<file path="config.mk">
export PLATFORM = sky130hd
export DESIGN_NAME = des_region_scheduler_flat
export DESIGN_NICKNAME = d
export VERILOG_FILES = /design/src/rtl/des_region_scheduler_if.sv /design/src/rtl/des_region_scheduler.sv /design/src/flat_wrapper.sv
export SDC_FILE = /design/constraint.sdc
export NUM_CORES = 1
export LEC_CHECK = 0
export BUFFER_PORTS_ARGS = -buffer_cell sky130_fd_sc_hd__buf_2
export CORE_AREA = 2 2 269 271
export CTS_BUF_LIST = sky130_fd_sc_hd__clkbuf_8
export DETAILED_ROUTE_END_ITERATION = 16
export DIE_AREA = 0 0 271 273
export REMOVE_ABC_BUFFERS = 1
export SLEW_MARGIN = 10
export SYNTH_ARGS = -nofsm -noshare
export SYNTH_HDL_FRONTEND = slang
export SYNTH_SLANG_ARGS = --single-unit
</file>
<file path="constraint.sdc">
create_clock -name clk -period 4.5 [get_ports clk]
set_input_delay 0.225 -clock clk [delete_from_list [all_inputs] [get_ports clk]]
set_output_delay 0.225 -clock clk [all_outputs]
set_load 0.1 [all_outputs]
</file>
<file path="src/rtl/des_region_scheduler_if.sv">
// Job, result and per-core worker signals of des_region_scheduler.
// The abort input exists only when DES_SCHED_ABORT_EN is defined.
interface des_region_scheduler_if #(
  parameter int NUM_CORES = 4,
  parameter int REGION_W  = 32
);
  logic                      start;
  logic [REGION_W-1:0]       region_base;
  logic [REGION_W-1:0]       region_count;
  logic                      busy;
  logic                      job_done;
  logic                      res_valid;
  logic                      res_ready;
  logic [REGION_W-1:0]       res_region;
  logic [63:0]               res_counter;
  logic [32*NUM_CORES-1:0]   wk_cmd;
  logic [NUM_CORES-1:0]      wk_cmd_valid;
  logic [32*NUM_CORES-1:0]   wk_region;
  logic [NUM_CORES-1:0]      wk_cmd_read;
  logic [NUM_CORES-1:0]      wk_done;
  logic [64*NUM_CORES-1:0]   wk_counter;
`ifdef DES_SCHED_ABORT_EN
  logic                      abort;
`endif

  modport master (
`ifdef DES_SCHED_ABORT_EN
    output abort,
`endif
    output start, region_base, region_count, res_ready,
    output wk_cmd_read, wk_done, wk_counter,
    input  busy, job_done, res_valid, res_region, res_counter,
    input  wk_cmd, wk_cmd_valid, wk_region
  );

  modport slave (
`ifdef DES_SCHED_ABORT_EN
    input  abort,
`endif
    input  start, region_base, region_count, res_ready,
    input  wk_cmd_read, wk_done, wk_counter,
    output busy, job_done, res_valid, res_region, res_counter,
    output wk_cmd, wk_cmd_valid, wk_region
  );
endinterface

</file>
<file path="src/rtl/des_region_scheduler.sv">
// Dispatches a contiguous range of regions to NUM_CORES DES wrapper cores and
// serialises their results. Optional abort input under DES_SCHED_ABORT_EN.
module des_region_scheduler #(
  parameter int NUM_CORES = 4,
  parameter int REGION_W  = 32
) (
  input  logic                  clk,
  input  logic                  rst_n,
  des_region_scheduler_if.slave bus
);

  localparam int PTR_W = (NUM_CORES > 1) ? $clog2(NUM_CORES) : 1;
  localparam logic [31:0] CMD_READ_REGION = 32'd0;
  localparam logic [31:0] CMD_START       = 32'd1;
  localparam logic [31:0] CMD_RESTART     = 32'd3;

  typedef enum logic [3:0] {
    S_IDLE, S_LOAD, S_LOAD_REL, S_GO, S_GO_REL, S_RUN, S_REPORT, S_RST, S_RST_REL
  } core_state_e;

  core_state_e         state_q [NUM_CORES];
  core_state_e         state_d [NUM_CORES];
  logic [REGION_W-1:0] region_q [NUM_CORES];
  logic [REGION_W-1:0] next_region_q, next_region_d;
  logic [REGION_W-1:0] remaining_q, remaining_d;
  logic                busy_q, busy_d;
  logic                job_done_q, job_done_d;
  logic                res_valid_q, res_valid_d;
  logic [REGION_W-1:0] res_region_q;
  logic [63:0]         res_counter_q;
  logic [PTR_W-1:0]    last_grant_q, last_cap_q;

  logic                grant_en, cap_en, all_idle, abort_w;
  logic [PTR_W-1:0]    grant_idx, cap_idx, gp, cp;
  logic [63:0]         cap_counter;

`ifdef DES_SCHED_ABORT_EN
  assign abort_w = bus.abort & busy_q;
`else
  assign abort_w = 1'b0;
`endif

  // Round-robin arbiters: one dispatch and one result capture per cycle.
  always_comb begin
    grant_en    = 1'b0;
    grant_idx   = last_grant_q;
    cap_en      = 1'b0;
    cap_idx     = last_cap_q;
    all_idle    = 1'b1;
    gp          = '0;
    cp          = '0;
    cap_counter = '0;
    for (int unsigned off = 1; off <= NUM_CORES; off++) begin
      gp = PTR_W'((32'(last_grant_q) + off) % NUM_CORES);
      cp = PTR_W'((32'(last_cap_q) + off) % NUM_CORES);
      if (!grant_en && busy_q && !abort_w && (remaining_q != '0) &&
          (state_q[gp] == S_IDLE)) begin
        grant_en  = 1'b1;
        grant_idx = gp;
      end
      if (!cap_en && !abort_w && (!res_valid_q || bus.res_ready) &&
          (state_q[cp] == S_REPORT)) begin
        cap_en  = 1'b1;
        cap_idx = cp;
      end
    end
    for (int unsigned i = 0; i < NUM_CORES; i++) begin
      if (state_q[i] != S_IDLE) all_idle = 1'b0;
      if (cap_idx == PTR_W'(i)) cap_counter = bus.wk_counter[64*i +: 64];
    end
  end

  always_ff @(posedge clk or negedge rst_n) begin
    if (!rst_n) begin
      for (int unsigned i = 0; i < NUM_CORES; i++) state_q[i] <= S_IDLE;
    end else begin
      state_q <= state_d;
    end
  end

  always_comb begin
    for (int unsigned i = 0; i < NUM_CORES; i++) begin
      state_d[i] = state_q[i];
      case (state_q[i])
        S_IDLE:     if (grant_en && grant_idx == PTR_W'(i)) state_d[i] = S_LOAD;
        S_LOAD:     if (bus.wk_cmd_read[i])  state_d[i] = S_LOAD_REL;
        S_LOAD_REL: if (!bus.wk_cmd_read[i]) state_d[i] = S_GO;
        S_GO:       if (bus.wk_cmd_read[i])  state_d[i] = S_GO_REL;
        S_GO_REL:   if (!bus.wk_cmd_read[i]) state_d[i] = S_RUN;
        S_RUN:      if (bus.wk_done[i])      state_d[i] = S_REPORT;
        S_REPORT:   if (cap_en && cap_idx == PTR_W'(i)) state_d[i] = S_RST;
        S_RST:      if (bus.wk_cmd_read[i])  state_d[i] = S_RST_REL;
        S_RST_REL:  if (!bus.wk_cmd_read[i]) state_d[i] = S_IDLE;
        default:    state_d[i] = S_IDLE;
      endcase
      if (abort_w && (state_q[i] inside {S_LOAD, S_LOAD_REL, S_GO, S_GO_REL, S_RUN, S_REPORT}))
        state_d[i] = S_RST;
    end
  end

  // The command word stays stable through the *_REL phase; only valid drops.
  always_comb begin
    bus.wk_cmd       = '0;
    bus.wk_cmd_valid = '0;
    for (int unsigned i = 0; i < NUM_CORES; i++) begin
      case (state_q[i])
        S_LOAD:     begin bus.wk_cmd[32*i +: 32] = CMD_READ_REGION; bus.wk_cmd_valid[i] = 1'b1; end
        S_LOAD_REL: bus.wk_cmd[32*i +: 32] = CMD_READ_REGION;
        S_GO:       begin bus.wk_cmd[32*i +: 32] = CMD_START; bus.wk_cmd_valid[i] = 1'b1; end
        S_GO_REL:   bus.wk_cmd[32*i +: 32] = CMD_START;
        S_RST:      begin bus.wk_cmd[32*i +: 32] = CMD_RESTART; bus.wk_cmd_valid[i] = 1'b1; end
        S_RST_REL:  bus.wk_cmd[32*i +: 32] = CMD_RESTART;
        default:    ;
      endcase
    end
  end

  always_comb begin
    busy_d        = busy_q;
    job_done_d    = 1'b0;
    next_region_d = next_region_q;
    remaining_d   = remaining_q;
    res_valid_d   = res_valid_q & ~bus.res_ready;
    if (cap_en) res_valid_d = 1'b1;
    if (abort_w) begin
      remaining_d = '0;
      res_valid_d = 1'b0;
    end
    if (grant_en) begin
      next_region_d = next_region_q + 1'b1;
      remaining_d   = remaining_q - 1'b1;
    end
    if (busy_q && (remaining_q == '0) && all_idle && !res_valid_q) begin
      busy_d     = 1'b0;
      job_done_d = 1'b1;
    end
    // An empty job completes straight from idle without ever raising busy.
    if (!busy_q && bus.start) begin
      if (bus.region_count == '0) begin
        job_done_d = 1'b1;
      end else begin
        busy_d        = 1'b1;
        next_region_d = bus.region_base;
        remaining_d   = bus.region_count;
      end
    end
  end

  always_ff @(posedge clk or negedge rst_n) begin
    if (!rst_n) begin
      busy_q        <= 1'b0;
      job_done_q    <= 1'b0;
      res_valid_q   <= 1'b0;
      next_region_q <= '0;
      remaining_q   <= '0;
      res_region_q  <= '0;
      res_counter_q <= '0;
      last_grant_q  <= PTR_W'(NUM_CORES - 1);
      last_cap_q    <= PTR_W'(NUM_CORES - 1);
      for (int unsigned i = 0; i < NUM_CORES; i++) region_q[i] <= '0;
    end else begin
      busy_q        <= busy_d;
      job_done_q    <= job_done_d;
      res_valid_q   <= res_valid_d;
      next_region_q <= next_region_d;
      remaining_q   <= remaining_d;
      if (grant_en) begin
        region_q[grant_idx] <= next_region_q;
        last_grant_q        <= grant_idx;
      end
      if (cap_en) begin
        res_region_q  <= region_q[cap_idx];
        res_counter_q <= cap_counter;
        last_cap_q    <= cap_idx;
      end
    end
  end

  assign bus.busy        = busy_q;
  assign bus.job_done    = job_done_q;
  assign bus.res_valid   = res_valid_q;
  assign bus.res_region  = res_region_q;
  assign bus.res_counter = res_counter_q;

  for (genvar g = 0; g < NUM_CORES; g++) begin : g_wk_region
    assign bus.wk_region[32*g +: 32] = 32'(region_q[g]);
  end

endmodule

</file>
<file path="src/flat_wrapper.sv">
// flat-port wrapper written by rule: the top's interface ports become plain ports
module des_region_scheduler_flat 
#(
  parameter int NUM_CORES = 4,
  parameter int REGION_W  = 32
)
  (clk, rst_n, bus_start, bus_region_base, bus_region_count, bus_res_ready, bus_wk_cmd_read, bus_wk_done, bus_wk_counter, bus_busy, bus_job_done, bus_res_valid, bus_res_region, bus_res_counter, bus_wk_cmd, bus_wk_cmd_valid, bus_wk_region);
  des_region_scheduler_if #(.NUM_CORES(NUM_CORES), .REGION_W(REGION_W)) bus_i ();
  input  logic clk;
  input  logic rst_n;
  input wire logic [$bits(bus_i.start)-1:0] bus_start;
  input wire logic [$bits(bus_i.region_base)-1:0] bus_region_base;
  input wire logic [$bits(bus_i.region_count)-1:0] bus_region_count;
  input wire logic [$bits(bus_i.res_ready)-1:0] bus_res_ready;
  input wire logic [$bits(bus_i.wk_cmd_read)-1:0] bus_wk_cmd_read;
  input wire logic [$bits(bus_i.wk_done)-1:0] bus_wk_done;
  input wire logic [$bits(bus_i.wk_counter)-1:0] bus_wk_counter;
  output wire logic [$bits(bus_i.busy)-1:0] bus_busy;
  output wire logic [$bits(bus_i.job_done)-1:0] bus_job_done;
  output wire logic [$bits(bus_i.res_valid)-1:0] bus_res_valid;
  output wire logic [$bits(bus_i.res_region)-1:0] bus_res_region;
  output wire logic [$bits(bus_i.res_counter)-1:0] bus_res_counter;
  output wire logic [$bits(bus_i.wk_cmd)-1:0] bus_wk_cmd;
  output wire logic [$bits(bus_i.wk_cmd_valid)-1:0] bus_wk_cmd_valid;
  output wire logic [$bits(bus_i.wk_region)-1:0] bus_wk_region;
  assign bus_i.start = bus_start;
  assign bus_i.region_base = bus_region_base;
  assign bus_i.region_count = bus_region_count;
  assign bus_i.res_ready = bus_res_ready;
  assign bus_i.wk_cmd_read = bus_wk_cmd_read;
  assign bus_i.wk_done = bus_wk_done;
  assign bus_i.wk_counter = bus_wk_counter;
  assign bus_busy = bus_i.busy;
  assign bus_job_done = bus_i.job_done;
  assign bus_res_valid = bus_i.res_valid;
  assign bus_res_region = bus_i.res_region;
  assign bus_res_counter = bus_i.res_counter;
  assign bus_wk_cmd = bus_i.wk_cmd;
  assign bus_wk_cmd_valid = bus_i.wk_cmd_valid;
  assign bus_wk_region = bus_i.wk_region;
  des_region_scheduler #(.NUM_CORES(NUM_CORES), .REGION_W(REGION_W)) u_core (.clk(clk), .rst_n(rst_n), .bus(bus_i));
endmodule
</file>
# Word level (Yosys, flattened, before mapping)
# Cells that the tools add are included.
classes:
  n_reduce_logical: 73
  n_div: 0
  eq_ne: 78
  mul: 0
  n_shift: 0
  addsub: 10
  n_mux: 115
  n_lt_le_gt_ge: 11
  bitwise: 12
op_table:
  columns: ["op", "count"]
  rows:
  - ["32-bit two-way mux", 9]
  - ["64-bit two-way mux", 4]
  - ["4-bit two-way mux", 52]
  - ["4-bit one-hot mux with 9 select lines", 4]
  - ["128-bit bitwise mux", 1]
  - ["4-bit by 3-bit equality test with 1-bit output (second input constant)", 20]
  - ["32-bit binary-select mux with 2-bit select", 1]
  - ["4-bit binary-select mux with 2-bit select", 8]
  - ["32-bit demux with 2-bit select", 1]
  - ["32-bit logical NOT", 2]
  - ["2-bit != test (second input constant)", 28]
  - ["9-bit AND reduction", 4]
  - ["32-bit by 1-bit adder with 32-bit output (second input constant)", 1]
  - ["4-bit by 2-bit equality test with 1-bit output (second input constant)", 8]
  - ["4-bit logical NOT", 8]
  - ["32-bit nonzero test", 1]
  - ["32-bit by 1-bit subtractor with 32-bit output (second input constant)", 1]
  - ["1-bit logical AND", 31]
  - ["3-bit >= comparator (second input constant)", 10]
  - ["2-bit inverter with 3-bit output", 10]
  - ["1-bit two-way mux", 23]
  - ["4-bit by 1-bit equality test with 1-bit output (second input constant)", 4]
  - ["4-bit equality test (second input constant)", 4]
  - ["2-bit two-way mux", 8]
  - ["other kinds (15)", 56]
word_totals:
  mem_bits_rw: 0
  romBits: 0
  mem_count: 0
  ff_bits: 311
  output_inout_bits: 359
  latchBits: 0
  input_bits: 332

# Logic depth before layout (Yosys ltp)
# Gate-level depths: netlist of run 1.
logic_depth:
  word_depth: 29
  depth_mapped: 12

# Worst setup path before layout of run 1
# Ideal clock, no wire load.
synth_path:
  path_kind: "register -> register"
  from: "reg u_core.state_q[12] (netlist name)"
  to: "reg u_core.state_q[15] (netlist name)"
  arrival_time_ps: 3184
  required_ps: 4422
  path_slack_ps: 1238
  period_less_slack_ps: 3262
  n_path_buf: 1
  path_stages_with_launch: 5
  path_cell_list: "dfrtp_1 clkbuf_1 nand3_1 o21ai_0 and2_1"
synth_between:
  elab_chain_cells: 25
synth_rtl:
  columns: ["element", "line", "source"]
  rows:
  - ["from (decl)", "des_region_scheduler.sv:21", "core_state_e state_q [NUM_CORES];"]
  - ["from (signal assigned)", "des_region_scheduler.sv:77", "state_q <= state_d;"]
  - ["4-bit binary-select mux with 2-bit select", "des_region_scheduler.sv:57", "(state_q[gp] == S_IDLE)) begin"]
  - ["4-bit two-way mux (not written as such) (2 in series)", "des_region_scheduler.sv:57", null]
  - ["4-bit logical NOT", "des_region_scheduler.sv:57", null]
  - ["1-bit logical AND", "des_region_scheduler.sv:56", "if (!grant_en && busy_q && !abort_w && (remaining_q != '0) &&"]
  - ["1-bit two-way mux", "des_region_scheduler.sv:56", null]
  - ["1-bit logical NOT", "des_region_scheduler.sv:56", null]
  - ["1-bit logical AND (3 in series)", "des_region_scheduler.sv:56", null]
  - ["1-bit two-way mux", "des_region_scheduler.sv:56", null]
  - ["[4 not listed]", null, null]
  - ["1-bit two-way mux", "des_region_scheduler.sv:56", null]
  - ["1-bit logical NOT", "des_region_scheduler.sv:56", null]
  - ["1-bit logical AND (3 in series)", "des_region_scheduler.sv:56", null]
  - ["2-bit two-way mux", "des_region_scheduler.sv:56", null]
  - ["2-bit logical NOT", "des_region_scheduler.sv:85", "S_IDLE: if (grant_en && grant_idx == PTR_W'(i)) state_d[i] = S_LOAD;"]
  - ["1-bit logical AND", "des_region_scheduler.sv:85", null]
  - ["2-bit by 1-bit != test with 1-bit output (no line)", null, null]
  - ["9-bit AND reduction (no line)", null, null]
# Several ways; a longest one is shown, not always the timed one. The select of a mux whose other input is x is not followed.
# A chain may end at the register's enable or synchronous reset.

# Worst setup path after layout of run 1
layout_path:
  from: "reg u_core.state_q[10] (netlist name)"
  to: "reg u_core.res_counter_q[39], in the netlist u_core.bus.res_counter[39]"
layout_between:
  elab_chain_cells: 23
layout_rtl:
  columns: ["element", "line", "source"]
  rows:
  - ["4-bit binary-select mux with 2-bit select", "des_region_scheduler.sv:62", "(state_q[cp] == S_REPORT)) begin"]
  - ["4-bit two-way mux (not written as such) (2 in series)", "des_region_scheduler.sv:62", null]
  - ["4-bit by 3-bit equality test with 1-bit output", "des_region_scheduler.sv:62", null]
  - ["1-bit logical AND", "des_region_scheduler.sv:61", "if (!cap_en && !abort_w && (!res_valid_q || bus.res_ready) &&"]
  - ["1-bit two-way mux", "des_region_scheduler.sv:61", null]
  - ["1-bit logical NOT", "des_region_scheduler.sv:61", null]
  - ["1-bit logical AND (2 in series)", "des_region_scheduler.sv:61", null]
  - ["1-bit two-way mux", "des_region_scheduler.sv:61", null]
  - ["1-bit logical NOT", "des_region_scheduler.sv:61", null]
  - ["1-bit logical AND (2 in series)", "des_region_scheduler.sv:61", null]
  - ["1-bit two-way mux", "des_region_scheduler.sv:61", null]
  - ["1-bit logical NOT", "des_region_scheduler.sv:61", null]
  - ["1-bit logical AND (2 in series)", "des_region_scheduler.sv:61", null]
  - ["2-bit two-way mux", "des_region_scheduler.sv:61", null]
  - ["2-bit logical NOT", "des_region_scheduler.sv:69", "if (cap_idx == PTR_W'(i)) cap_counter = bus.wk_counter[64*i +: 64];"]
  - ["64-bit two-way mux (4 in series)", "des_region_scheduler.sv:69", null]
  - ["to (signal assigned)", "des_region_scheduler.sv:173", "res_counter_q <= cap_counter;"]
  - ["to (decl)", "des_region_scheduler.sv:30", "logic [63:0] res_counter_q;"]
# Several ways; a longest one is shown, not always the timed one. The select of a mux whose other input is x is not followed.

==> results summary, run 1 <==
The flow ran to the end, and the final reports show no timing, DRC or antenna violations. After clock tree synthesis, the clock-pin slew on the worst setup and hold paths is roughly 0.060 ns. Along the worst path, the maximum fanout reaches between 60 and 70. The post-CTS setup buffer count is 0.

At the worst endpoint, the arrival time is 4.73 ns. In the final routed layout, each cell accounts on average for a little under 20 um. The count of unresolved DRC violations after routing came out at 0. The cell at the root of the clock tree is sky130_fd_sc_hd__clkbuf_8.

Derived from the worst setup path, the maximum achievable clock frequency is around 240 MHz. The maximum number of pins on one net before global-route repair came out at 132. The via count of the first global-routing pass is ~16000. The share of synthesized area occupied by flip-flops and latches is between 40% and 50%.

After the last flow step, the layout net total stands at ~2800. The max capacitance violation total is 0. The standard-cell row count is between 90 and 100. The effective utilization at floorplan is between 20% and 30%. The warning count from the yosys run came out at 0. The CTS tree is built.

The first detailed-routing pass took 5 iterations. The library cell used most frequently in the layout, excluding fill and tap cells, is sky130_fd_sc_hd__buf_2. On the final layout, the worst hold slack is between 0.1 and 0.15 ns.

The actual slew at the worst max-slew pin is ~1 ns. Global routing finished with a remaining overflow of 0. In the layout the commonest cells are sky130_fd_sc_hd__buf_2, sky130_fd_sc_hd__dfrtp_1, sky130_fd_sc_hd__nand2_1. In this run the tightest slew margin relative to its limit is 31.9%. The layout filler cell count came out at between 7000 and 8000. After detailed routing, the number of vias per cell comes to roughly 4.6.

Setup violations remaining at the end of the flow were counted as 0. The share of post-route cells with drive strength above 1 came out at approximately 34%. The detailed placement HPWL is about 48000 um.

The min-delay analysis places its worst path in the category primary input to flop. The initial antenna violation count came out at 19. The number of H-tree levels came out at 2. The hold violation total from the final report was 0. For this run, the total global-route usage over all layers was measured as between 10% and 20%.

The critical path capture point type is a flop. The share of flip-flops with an asynchronous set or reset is between 90% and 100%. Once layout is complete, the cells apart from fillers number around 3500. The instance count of the mapped netlist came out at 1717. STA classifies the critical path startpoint as a flop. The initial DRC count came out at 880. The routed design has approximately 68000 um of wire.

The clock arrives with between 0.02 and 0.025 ns of skew. The clock net sink count came out at between 300 and 400. The endpoint required time on the critical path is around 5.1 ns. The via count came out at between 15000 and 20000. The total standard cell area after synthesis came out at approximately 0.017 mm^2. Setup repair after global routing left no endpoint under its margin. The synthesized netlist contains a little under 70 unique library cells.

The number of placed cells counting well taps came out at 3141. The synthesized area per cell is slightly above 10 um^2. The CTS buffer count is 60. For this run, the leading register cell type out of synthesis is sky130_fd_sc_hd__dfrtp_1.

The remaining antenna violation count came out at 0. The relative area change from synthesis to final layout is 39.5%. The floorplan step set the die width to between 200 and 300 um. The die covers between 0.07 and 0.08 mm^2.

At the later pin of the worst-skew pair, clock insertion delay measures 0.66 ns. The number of primary I/O pins is roughly 700. The critical path in this run is classified as flop to flop. The number of slew-limit violations in the final report is 0.

The number of synthesized register bits is just over 300. The die extent in y is between 200 and 300 um. The port buffer count is 570.

The number of buffers on the longest clock path came out at 3. The period utilization is slightly above 90%. Routability-driven placement finished with a final weighted congestion of roughly 0.82.

The core outline area is slightly above 0.07 mm^2. The number of synthesized flops with an enable pin came out at 0. The final critical path time including I/O delays and setup is between 4 and 5 ns. The global-route wire length before repair came out at a little under 100000 um.
critical path, cell delays in order, from the launching register on:
cell and delay, ns:
sky130_fd_sc_hd__dfrtp_1 0.56, sky130_fd_sc_hd__nor4bb_2 0.51, sky130_fd_sc_hd__nor3_1 0.08, sky130_fd_sc_hd__a2111oi_1 0.63, sky130_fd_sc_hd__a211oi_4 0.13, sky130_fd_sc_hd__inv_8 0.42
sky130_fd_sc_hd__buf_4 0.29, sky130_fd_sc_hd__nand2_1 0.08, sky130_fd_sc_hd__nand3_1 0.08, sky130_fd_sc_hd__dlygate4sd3_1 0.57, sky130_fd_sc_hd__o211a_1 0.13, sky130_fd_sc_hd__dlygate4sd3_1 0.54
per-layer routing:
layer	part of all wire, %	wire, um	track usage [%]
met4	3.0	2050	5.70
met5	0.077	52	0
met1	41	27500	21.0
met2	49	33500	30.3
met3	7.0	4760	4.46
worst paths after layout:
kind                                            start                         end  slack, ns  depth (start not counted)
max                                u_core.state_q[10]  u_core.bus.res_counter[39]       0.35                         11
min                                    bus_wk_done[3]           u_core.state_q[1]       0.11                          4
max reg2reg                        u_core.state_q[10]  u_core.bus.res_counter[39]       0.35                         11
min reg2reg                u_core.bus.res_counter[52]  u_core.bus.res_counter[52]       0.48                          1
max in group asynchronous                       rst_n  u_core.bus.res_counter[39]       3.20                          3
min in group asynchronous                       rst_n      u_core.remaining_q[10]       0.23                          2
metrics by stage:
step / util, % / TNS (ns) / setup slack (ns) / instance area (um^2)
3_3_place_gp: 29.2 / 0 / 0.950 / 20800
2_1_floorplan: - / -1315.21 / -13.20 / 16300
5_1_grt: 34.1 / 0 / 0.120 / 24200
3_5_place_dp: 29.2 / 0 / 0.909 / 20800
6_report: 34.1 / 0 / 0.354 / 24200
4_1_cts: 34.1 / 0 / 0.156 / 24200
cell usage after synthesis, drive strengths merged (4+ instances only):
library cell / instances / area (um^2)
nand4b: 5 / 43.8
a32oi: 96 / 841
o22ai: 4 / 25.0
nand3: 25 / 125
and2: 7 / 43.8
buf: 170 / 1200
mux2i: 97 / 971
nor2b: 11 / 68.8
nor3: 33 / 193
and3: 4 / 25.0
a211oi: 6 / 45.0
nand2b: 5 / 31.3
clkbuf: 78 / 293
a311oi: 4 / 35.0
inv: 16 / 60.1
nor4: 20 / 144
nand4: 13 / 87.6
o21ai: 34 / 170
xor2: 30 / 263
dfrtp: 307 / 7680
a31oi: 6 / 37.5
or3: 7 / 43.8
or4: 9 / 67.6
nor2: 97 / 364
dfstp: 4 / 105
a21oi: 73 / 365
nand2: 256 / 980
o21a: 96 / 721
xnor2: 42 / 368
mux2: 117 / 1540
state kept, by name, indices dropped and copies added, names as in the netlist:
register and cells:
u_core.bus.wk_region 128, u_core.bus.res_counter 64, u_core.bus.res_region 32, u_core.next_region_q 32, u_core.remaining_q 32, u_core.state_q 16, u_core.last_cap_q 2, u_core.last_grant_q 2
u_core.bus.busy 1, u_core.bus.job_done 1, u_core.bus.res_valid 1
kinds of logic after synthesis:
| logic type | Yosys count | share of synthesized area [%] |
|---|---|---|
| flip-flops | 311 | 44.8 |
| buffers and inverters | 264 | 8.95 |
| other | 1 | 0.0216 |
| adder cells (fa/ha/maj) | 4 | 0.274 |
| multiplexers | 214 | 14.5 |
| AO/OA/AOI/OAI | 340 | 14.1 |
| XOR/XNOR | 72 | 3.63 |
| AND/OR/NAND/NOR | 511 | 13.8 |
area by class of cell:
type                    count  area [um^2]  share of cell area, %
well taps                 950         1190                   4.91
inverters                  16         67.6                  0.279
clock inverters            32          314                   1.30
clock buffers              80         1100                   4.55
flip-flops and latches    311         7790                   32.2
repair buffers            806         5200                   21.5
diodes                      5         12.5                 0.0517
multi-input cells        1261         8540                   35.3
repair_timing:
| item | in CTS | in global routing |
|---|---|---|
| hold buffers | 203 | 0 |
| endpoints found under the hold margin | 233 | 0 |
| gates resized for setup | 0 | 2 |
| endpoints found under the setup margin | 0 | 1 |
Power of run 1 is not shown: default switching activity piles up to over one toggle a cycle in this logic, so the estimate is an artifact.
==> run 2, diff against run 1 <==
ABC_AREA = 1   (was default)
CORE_AREA = 2 2 272 274   (was 2 2 269 271)
DIE_AREA = 0 0 274 276   (was 0 0 271 273)
==> results summary, run 2 <==
The endpoint required time on the critical path came out at 5.11 ns (+0.02 ns). The maximum number of pins on one net before global-route repair was 107 (-19%). The depth of the worst register-to-register path is 17 (+6). The clock-pin transition on the worst setup and hold timing paths is 0.07 ns (about the same). The port buffer count came to 570 (unchanged). The final-layout worst hold slack came out at 0.0851 ns (-0.0231 ns). The global placement routability congestion is 0.897 (+8.9%). The via count is 20300 (+28%). The path with the worst hold slack has its endpoint at u_core.state_q[2]. The overall die area is 0.0756 mm^2 (+2.2%).

The number of vias per cell after detailed routing is 4.60 (+0.34%). The number of synthesized register bits was 311 (unchanged). The later-pin clock latency in the skew report is 0.69 ns (+0.03 ns).

The highest clock frequency the design can meet came to 237 MHz (-1.6%). In this run the critical register-to-register path is captured at u_core.bus.res_counter[28]. The clock net sink count is 311 (unchanged). TritonCTS built the clock tree. The sum of routed wire length over all layers came to 81400 um (+20%). Setup repair after global routing left no endpoint under its margin. The final layout net count is 3743 (+34%).

The warning count from the yosys run came out at 0 (unchanged). The data arrival at the endpoint of the critical path came to 4.82 ns (+0.09 ns). The global-route wire length before repair is 119000 um (+19%). For this run, the leading register cell type out of synthesis is sky130_fd_sc_hd__dfrtp_1. The worst hold-check path type is primary input to flop. The worst hold path stage count came out at 4 (unchanged). The max capacitance violation total was 0 (unchanged). By count the netlist is led by sky130_fd_sc_hd__nand2_1, sky130_fd_sc_hd__dfrtp_1, sky130_fd_sc_hd__nand3_1, sky130_fd_sc_hd__o21ai_0, sky130_fd_sc_hd__inv_1. The instance count of the mapped netlist came out at 2666 (+55%).

The post-synthesis cell type with the largest combined area is sky130_fd_sc_hd__dfrtp_1. The detailed placement HPWL was 56400 um (+18%). The period utilization came out at 93.6% (+1.5 points). The remaining global-route overflow came out at 0 (unchanged). The remaining antenna violation count is 0 (unchanged). The number of flip-flops in the largest register came to 128 (unchanged).

STA classifies the critical path endpoint as a flop. The die extent in x came out at 274 um (+1.1%). The number of buffers on the longest clock path is 3 (unchanged). The number of setup violations in the final report came to 0 (unchanged). The setup TNS after final layout came to 0 ns (unchanged). The critical-path maximum fanout is 56 (-8.2%). The initial antenna violation count came out at 13 (-6). The share of post-route cells with drive strength above 1 came out at 21.4% (-12 points). The actual slew at the worst max-slew pin is 0.907 ns (-0.115 ns). The effective utilization at floorplan came out at 26.0% (+1.5 points). The share of the synthesized area in the top cell type was 40.8% (-3.5 points). The synthesized area per cell was 7.07 um^2 (-30%).

The number of primary I/O pins is 691 (unchanged). The core outline area is 0.0726 mm^2 (+2.2%). The reg2reg setup slack is 0.29 ns (-0.07 ns). The standard-cell row count was 99 (+1.0%). The setup skew after layout came out at 0.0449 ns (+0.0221 ns). The startpoint-to-endpoint class of the critical path is flop to flop.

The final critical path time including I/O delays and setup is 4.21 ns (+0.0679 ns). The share of flip-flops with an asynchronous set or reset came out at 100% (unchanged). The leading cell type by number of instances after synthesis is sky130_fd_sc_hd__nand2_1. The share of synthesized area occupied by flip-flops and latches is 41.3% (-3.5 points). The kind of start point of the critical path is a flop. The count of unresolved DRC violations after routing came out at 0 (unchanged). The worst setup slack after placement came out at 1.06 ns (+0.146 ns). The CTS buffer count came out at 59 (-1.7%). The relative area change from synthesis to final layout is 35.5%. The via count of the first global-routing pass came out at 19600 (+25%). In this run the most critical hold path is launched from bus_wk_done[3]. The initial DRC count is 1307 (+49%). The setup slack of the critical path after layout came out at 0.286 ns (-0.0679 ns). The start of the worst register-to-register path is u_core.last_cap_q[0]. The global-route total usage across every layer is 20.4% (+3.0 points).

The cell at the root of the clock tree is sky130_fd_sc_hd__clkbuf_8. The number of distinct library cells after synthesis came to 44 (-36%). The number of optimization iterations in the first detailed-route pass is 5 (unchanged). The number of slew-limit violations in the final report is 0 (unchanged). The number of H-tree levels came out at 2 (unchanged). The run finished with clean final reports.

The detailed-route wire length per cell is 18.4 um (-6.1%). In the layout the commonest cells are sky130_fd_sc_hd__nand2_1, sky130_fd_sc_hd__buf_2, sky130_fd_sc_hd__dfrtp_1. The hold violation total from the final report was 0 (unchanged). Ranked by total cell area, the synthesized netlist is headed by sky130_fd_sc_hd__dfrtp_1, sky130_fd_sc_hd__nand2_1, sky130_fd_sc_hd__nand3_1. The die extent in y is 276 um (+1.1%). The layout filler cell count is 7767 (+8.5%).

The library cell used most frequently in the layout, excluding fill and tap cells, is sky130_fd_sc_hd__nand2_1. The number of synthesized flops with an enable pin is 0 (unchanged). The total standard cell area after synthesis is 0.0188 mm^2 (+8.5%). The worst-case headroom to the max-slew limit is 39.5% (+7.6 points).
run 2: worst max-delay path: stages, from the launching register on:
cell	delay, ns
sky130_fd_sc_hd__dfstp_2	0.64
sky130_fd_sc_hd__xnor2_1	0.21
sky130_fd_sc_hd__inv_1	0.16
sky130_fd_sc_hd__nand3_1	0.15
sky130_fd_sc_hd__nand3_2	0.10
sky130_fd_sc_hd__nor2_4	0.15
sky130_fd_sc_hd__nand2_2	0.14
sky130_fd_sc_hd__nand2_2	0.11
sky130_fd_sc_hd__nand2_4	0.06
sky130_fd_sc_hd__inv_4	0.27
sky130_fd_sc_hd__buf_6	0.43
sky130_fd_sc_hd__nand2_1	0.19
sky130_fd_sc_hd__nand2_1	0.13
sky130_fd_sc_hd__nand3b_1	0.12
sky130_fd_sc_hd__dlygate4sd3_1	0.56
sky130_fd_sc_hd__nand2_1	0.04
sky130_fd_sc_hd__dlygate4sd3_1	0.55
sky130_fd_sc_hd__nand2_1	0.06
run 2: layout make-up:
class                           count  area (um^2)  share of cell area [%]
Clock buffer                       70          963                    3.77
Tap cell                          959         1200                    4.70
Multi-Input combinational cell   2045         9360                    36.6
Sequential cell                   311         7790                    30.5
Inverter                          177          667                    2.61
Antenna cell                        6         15.0                  0.0588
Clock inverter                     38          213                   0.833
Timing Repair Buffer              814         5340                    20.9
run 2: what timing repair did:
item	CTS	global route
setup buffers	0	2
endpoints found under the setup margin	0	13
hold buffers	214	0
hold endpoints to repair	227	0
resized for setup	0	4
run 2: metal layers:
layer / up-vias / wire length, um / track usage (%)
met5: - / 105 / 0
met4: 16 / 2670 / 6.87
met3: 147 / 6190 / 4.87
met2: 691 / 39300 / 35.2
met1: 9584 / 33100 / 24.7
li1: 9895 / - / -
run 2: worst max path at each step:
stage / startpoint / to / slack [ns] / cells past startpoint
after floorplan: u_core.bus.res_valid / u_core.state_q[6] / 0.01 / 12
after detailed placement: u_core.last_grant_q[0] / u_core.state_q[13] / 1.06 / 16
after global routing: u_core.last_cap_q[0] / u_core.bus.res_counter[17] / 0.003 / 18
after global placement: u_core.last_grant_q[0] / u_core.state_q[14] / 1.12 / 16
after CTS: u_core.last_cap_q[0] / u_core.bus.res_counter[46] / 0.11 / 14
final: u_core.last_cap_q[0] / u_core.bus.res_counter[28] / 0.29 / 17
run 2: logic make-up (layout without fill, tap and decap cells):
kind of cell | count (synthesis) | after routing | share of synthesized area [%]
flops | 311 | 311 | 41.3
buf+inv | 431 | 1099 | 11.9
compound gates | 331 | 331 | 9.47
other cells | 1 | 126 | 0.0199
simple gates | 1548 | 1550 | 35.2
xor+xnor | 40 | 40 | 1.86
fa+ha+maj | 3 | 3 | 0.199
mux | 1 | 1 | 0.0531
run 2: per-stage QoR:
step,instances,cell area (um^2),util [%]
after floorplan,2531,17700,-
after global placement,4088,22100,30.5
after detailed placement,4088,22100,30.5
after CTS,4410,25500,35.1
after global routing,4419,25500,35.2
final,4420,25500,35.2
Power of run 2 is left out for the same reason.
==> run 3, diff against run 2 <==
RECOVER_POWER = 50   (was default)
==> results summary, run 3 (synthesized netlist as in run 2, its figures left out) <==
STA classifies the critical path endpoint as a flop. The actual slew at the worst max-slew pin came out at 2.75 ns (+1.84 ns). The endpoint required time on the critical path is 5.11 ns (about the same). In this run the critical register-to-register path is launched from u_core.last_cap_q[0]. The later-pin clock latency in the skew report was 0.69 ns (about the same). The area after detailed placement came to 0.0221 mm^2 (unchanged). Among all stages on the critical path, the largest delay is contributed by sky130_fd_sc_hd__dfstp_2. The setup skew after layout came out at 0.0450 ns (+0.0000484 ns).

The number of H-tree levels is 2 (unchanged). The via count came to 20400 (+0.19%). The number of optimization iterations in the first detailed-route pass is 5 (unchanged). The share of post-route cells with drive strength above 1 came out at 17.9% (-3.5 points). The worst hold-check path type is primary input to flop. The worst hold path stage count is 4 (unchanged). The count of unresolved DRC violations after routing is 0 (unchanged).

The met2 layer usage reported by global route came to 35.2% (unchanged). The CTS buffer count is 59 (unchanged). In this design, the critical path's most frequently occurring cell is sky130_fd_sc_hd__nand2_1. The die extent in y came out at 276 um (unchanged). The library cells used most frequently in the layout, excluding fill and tap cells, are sky130_fd_sc_hd__nand2_1, sky130_fd_sc_hd__buf_2, sky130_fd_sc_hd__dfrtp_1. The maximum number of pins on one net before global-route repair is 107 (unchanged). The final reports fail on capacitance limit, slew limit. The end of the worst register-to-register path is u_core.bus.res_counter[28].

The clock net sink count is 311 (unchanged). The initial antenna violation count came out at 13 (unchanged). The port buffer count came out at 570 (unchanged). The standard-cell row count is 99 (unchanged). The number of slew-limit violations in the final report came out at 98 (+98).

The total non-filler cell area in the finished layout came to 0.0254 mm^2 (-0.70%). TritonCTS built the clock tree. The number of placed cells counting well taps is 4088 (unchanged). The remaining antenna violation count is 0 (unchanged). The worst hold path begins at bus_wk_done[3]. The global-route wire length before repair is 119000 um (unchanged). STA classifies the critical path startpoint as a flop. The run finished, with violations left.

The via count of the first global-routing pass is 19600 (unchanged). The number of primary I/O pins came out at 691 (unchanged). The die extent in x is 274 um (unchanged). The final-layout worst hold slack was 0.0882 ns (+0.00306 ns). The layer with the highest usage after global routing is met2.

The initial DRC count is 1342 (+2.7%). The number of flip-flops in the largest register is 128 (unchanged). The reg2reg setup slack is 0.30 ns (+0.02 ns). The critical-path maximum fanout is 56 (unchanged). The depth of the worst register-to-register path is 17 (unchanged). The highest clock frequency the design can meet came out at 238 MHz (+0.38%). The final critical path time including I/O delays and setup came out at 4.20 ns (-0.0157 ns). The root buffer cell chosen for the clock tree is sky130_fd_sc_hd__clkbuf_8. Grouping stages by cell kind, the critical path spends the most delay in buffers and inverters.

The global placement routability congestion came to 0.897 (unchanged). The clock-pin transition on the worst setup and hold timing paths was 0.07 ns (about the same). The global-route total usage across every layer is 20.4% (unchanged). The period utilization is 93.3% (-0.35 points).

The worst-case headroom to the max-slew limit came to -83.3% (-120 points). The number of stages on the worst setup path is 17 (unchanged). Setup repair after global routing left no endpoint under its margin. Traced cell by cell, the critical path runs through xnor2_1 > inv_1 > nand3_1 > nand3_2 > nor2_4 > nand2_2 > nand2_2 > nand2_4 > inv_4 > buf_6 > nand2_1 > nand2_1 > nand3b_1 > dlygate4sd3_1 > nand2_1 > dlygate4sd3_1 > nand2_1. The number of buffers and inverters on the critical path came to 5 (unchanged). The count of non-filler cells in the finished layout is 4419 (-0.023%). The sum of routed wire length over all layers is 81600 um (+0.22%). The number of buffers on the longest clock path came out at 3 (unchanged). The library cell used most frequently in the layout, excluding fill and tap cells, is sky130_fd_sc_hd__nand2_1. The effective utilization at floorplan is 26.0% (unchanged). The peak per-stage delay on the critical path is 0.64 ns (about the same). The hold violation total from the final report came to 0 (unchanged). The number of setup violations in the final report came to 0 (unchanged). The setup TNS after final layout came to 0 ns (unchanged). The startpoint-to-endpoint class of the critical path is flop to flop. The final layout net count came out at 3743 (unchanged). The overall die area is 0.0756 mm^2 (unchanged). The data arrival at the endpoint of the critical path came out at 4.81 ns (about the same).

The end point of the most critical hold path is u_core.state_q[2]. The area growth from synthesis to layout is 34.6%. The detailed placement HPWL is 56400 um (unchanged).

The met1 capacity usage during global routing came out at 24.7% (unchanged). The number of vias per cell after detailed routing is 4.61 (+0.21%). The remaining global-route overflow came to 0 (unchanged).

The max capacitance violation total came to 1 (+1). The core outline area came out at 0.0726 mm^2 (unchanged). The detailed-route wire length per cell is 18.5 um (+0.24%). The met3 layer usage reported by global route came out at 4.87% (unchanged).
## run 3: changes by cell type in the layout (fill, tap and decap cells not counted)
cell / delta
sky130_fd_sc_hd__buf_2: -119
sky130_fd_sc_hd__buf_12: -1
sky130_fd_sc_hd__buf_4: -1
sky130_fd_sc_hd__clkbuf_4: +1
sky130_fd_sc_hd__clkbuf_2: +1
sky130_fd_sc_hd__buf_8: -1
sky130_fd_sc_hd__clkbuf_1: +120
sky130_fd_sc_hd__diode_2: -1
## run 3: cell type report
cell class	count	area, um^2
fillers	7817	47200
multi-input cells	2045	9360
flip-flops and latches	311	7790
repair buffers	814	5160
well taps	959	1200
clock buffers	70	963
inverters	177	667
clock inverters	38	213
diodes	5	12.5
## run 3: repair_timing
action / CTS / global route
hold endpoints to repair: 227 / 0
endpoints found under the setup margin: 0 / 13
hold buffers: 214 / 0
setup buffers: 0 / 2
gates resized for setup: 0 / 4
## run 3: layer usage
metal	up-vias	wire length [um]
met4	16	2660
met3	148	6100
li1	9904	-
met5	-	105
met2	679	39400
met1	9625	33300
## run 3: worst max-delay path by stage
stage | from | end | slack, ns
2_1_floorplan | u_core.bus.res_valid | u_core.state_q[6] | 0.01
3_3_place_gp | u_core.last_grant_q[0] | u_core.state_q[14] | 1.12
3_5_place_dp | u_core.last_grant_q[0] | u_core.state_q[13] | 1.06
4_1_cts | u_core.last_cap_q[0] | u_core.bus.res_counter[46] | 0.11
5_1_grt | u_core.last_cap_q[0] | u_core.bus.res_counter[17] | 0.003
6_report | u_core.last_cap_q[0] | u_core.bus.res_counter[28] | 0.30
## run 3: worst reg2reg max path: stages (launching register included)
cell                            delay [ns]
sky130_fd_sc_hd__dfstp_2              0.64
sky130_fd_sc_hd__xnor2_1              0.22
sky130_fd_sc_hd__inv_1                0.17
sky130_fd_sc_hd__nand3_1              0.15
sky130_fd_sc_hd__nand3_2              0.10
sky130_fd_sc_hd__nor2_4               0.15
sky130_fd_sc_hd__nand2_2              0.14
sky130_fd_sc_hd__nand2_2              0.11
sky130_fd_sc_hd__nand2_4              0.06
sky130_fd_sc_hd__inv_4                0.28
sky130_fd_sc_hd__buf_6                0.43
sky130_fd_sc_hd__nand2_1              0.26
sky130_fd_sc_hd__nand2_1              0.13
sky130_fd_sc_hd__nand3b_1             0.12
sky130_fd_sc_hd__dlygate4sd3_1        0.55
sky130_fd_sc_hd__nand2_1              0.04
sky130_fd_sc_hd__dlygate4sd3_1        0.54
sky130_fd_sc_hd__nand2_1              0.06
## run 3: through the flow
stage | utilization, % | setup slack (ns)
CTS | 35.1 | 0.110
detailed placement | 30.5 | 1.06
floorplan | - | 0.0119
global placement | 30.5 | 1.12
global route | 34.9 | 0.00299
finish | 34.9 | 0.302
Power of run 3 is left out for the same reason.
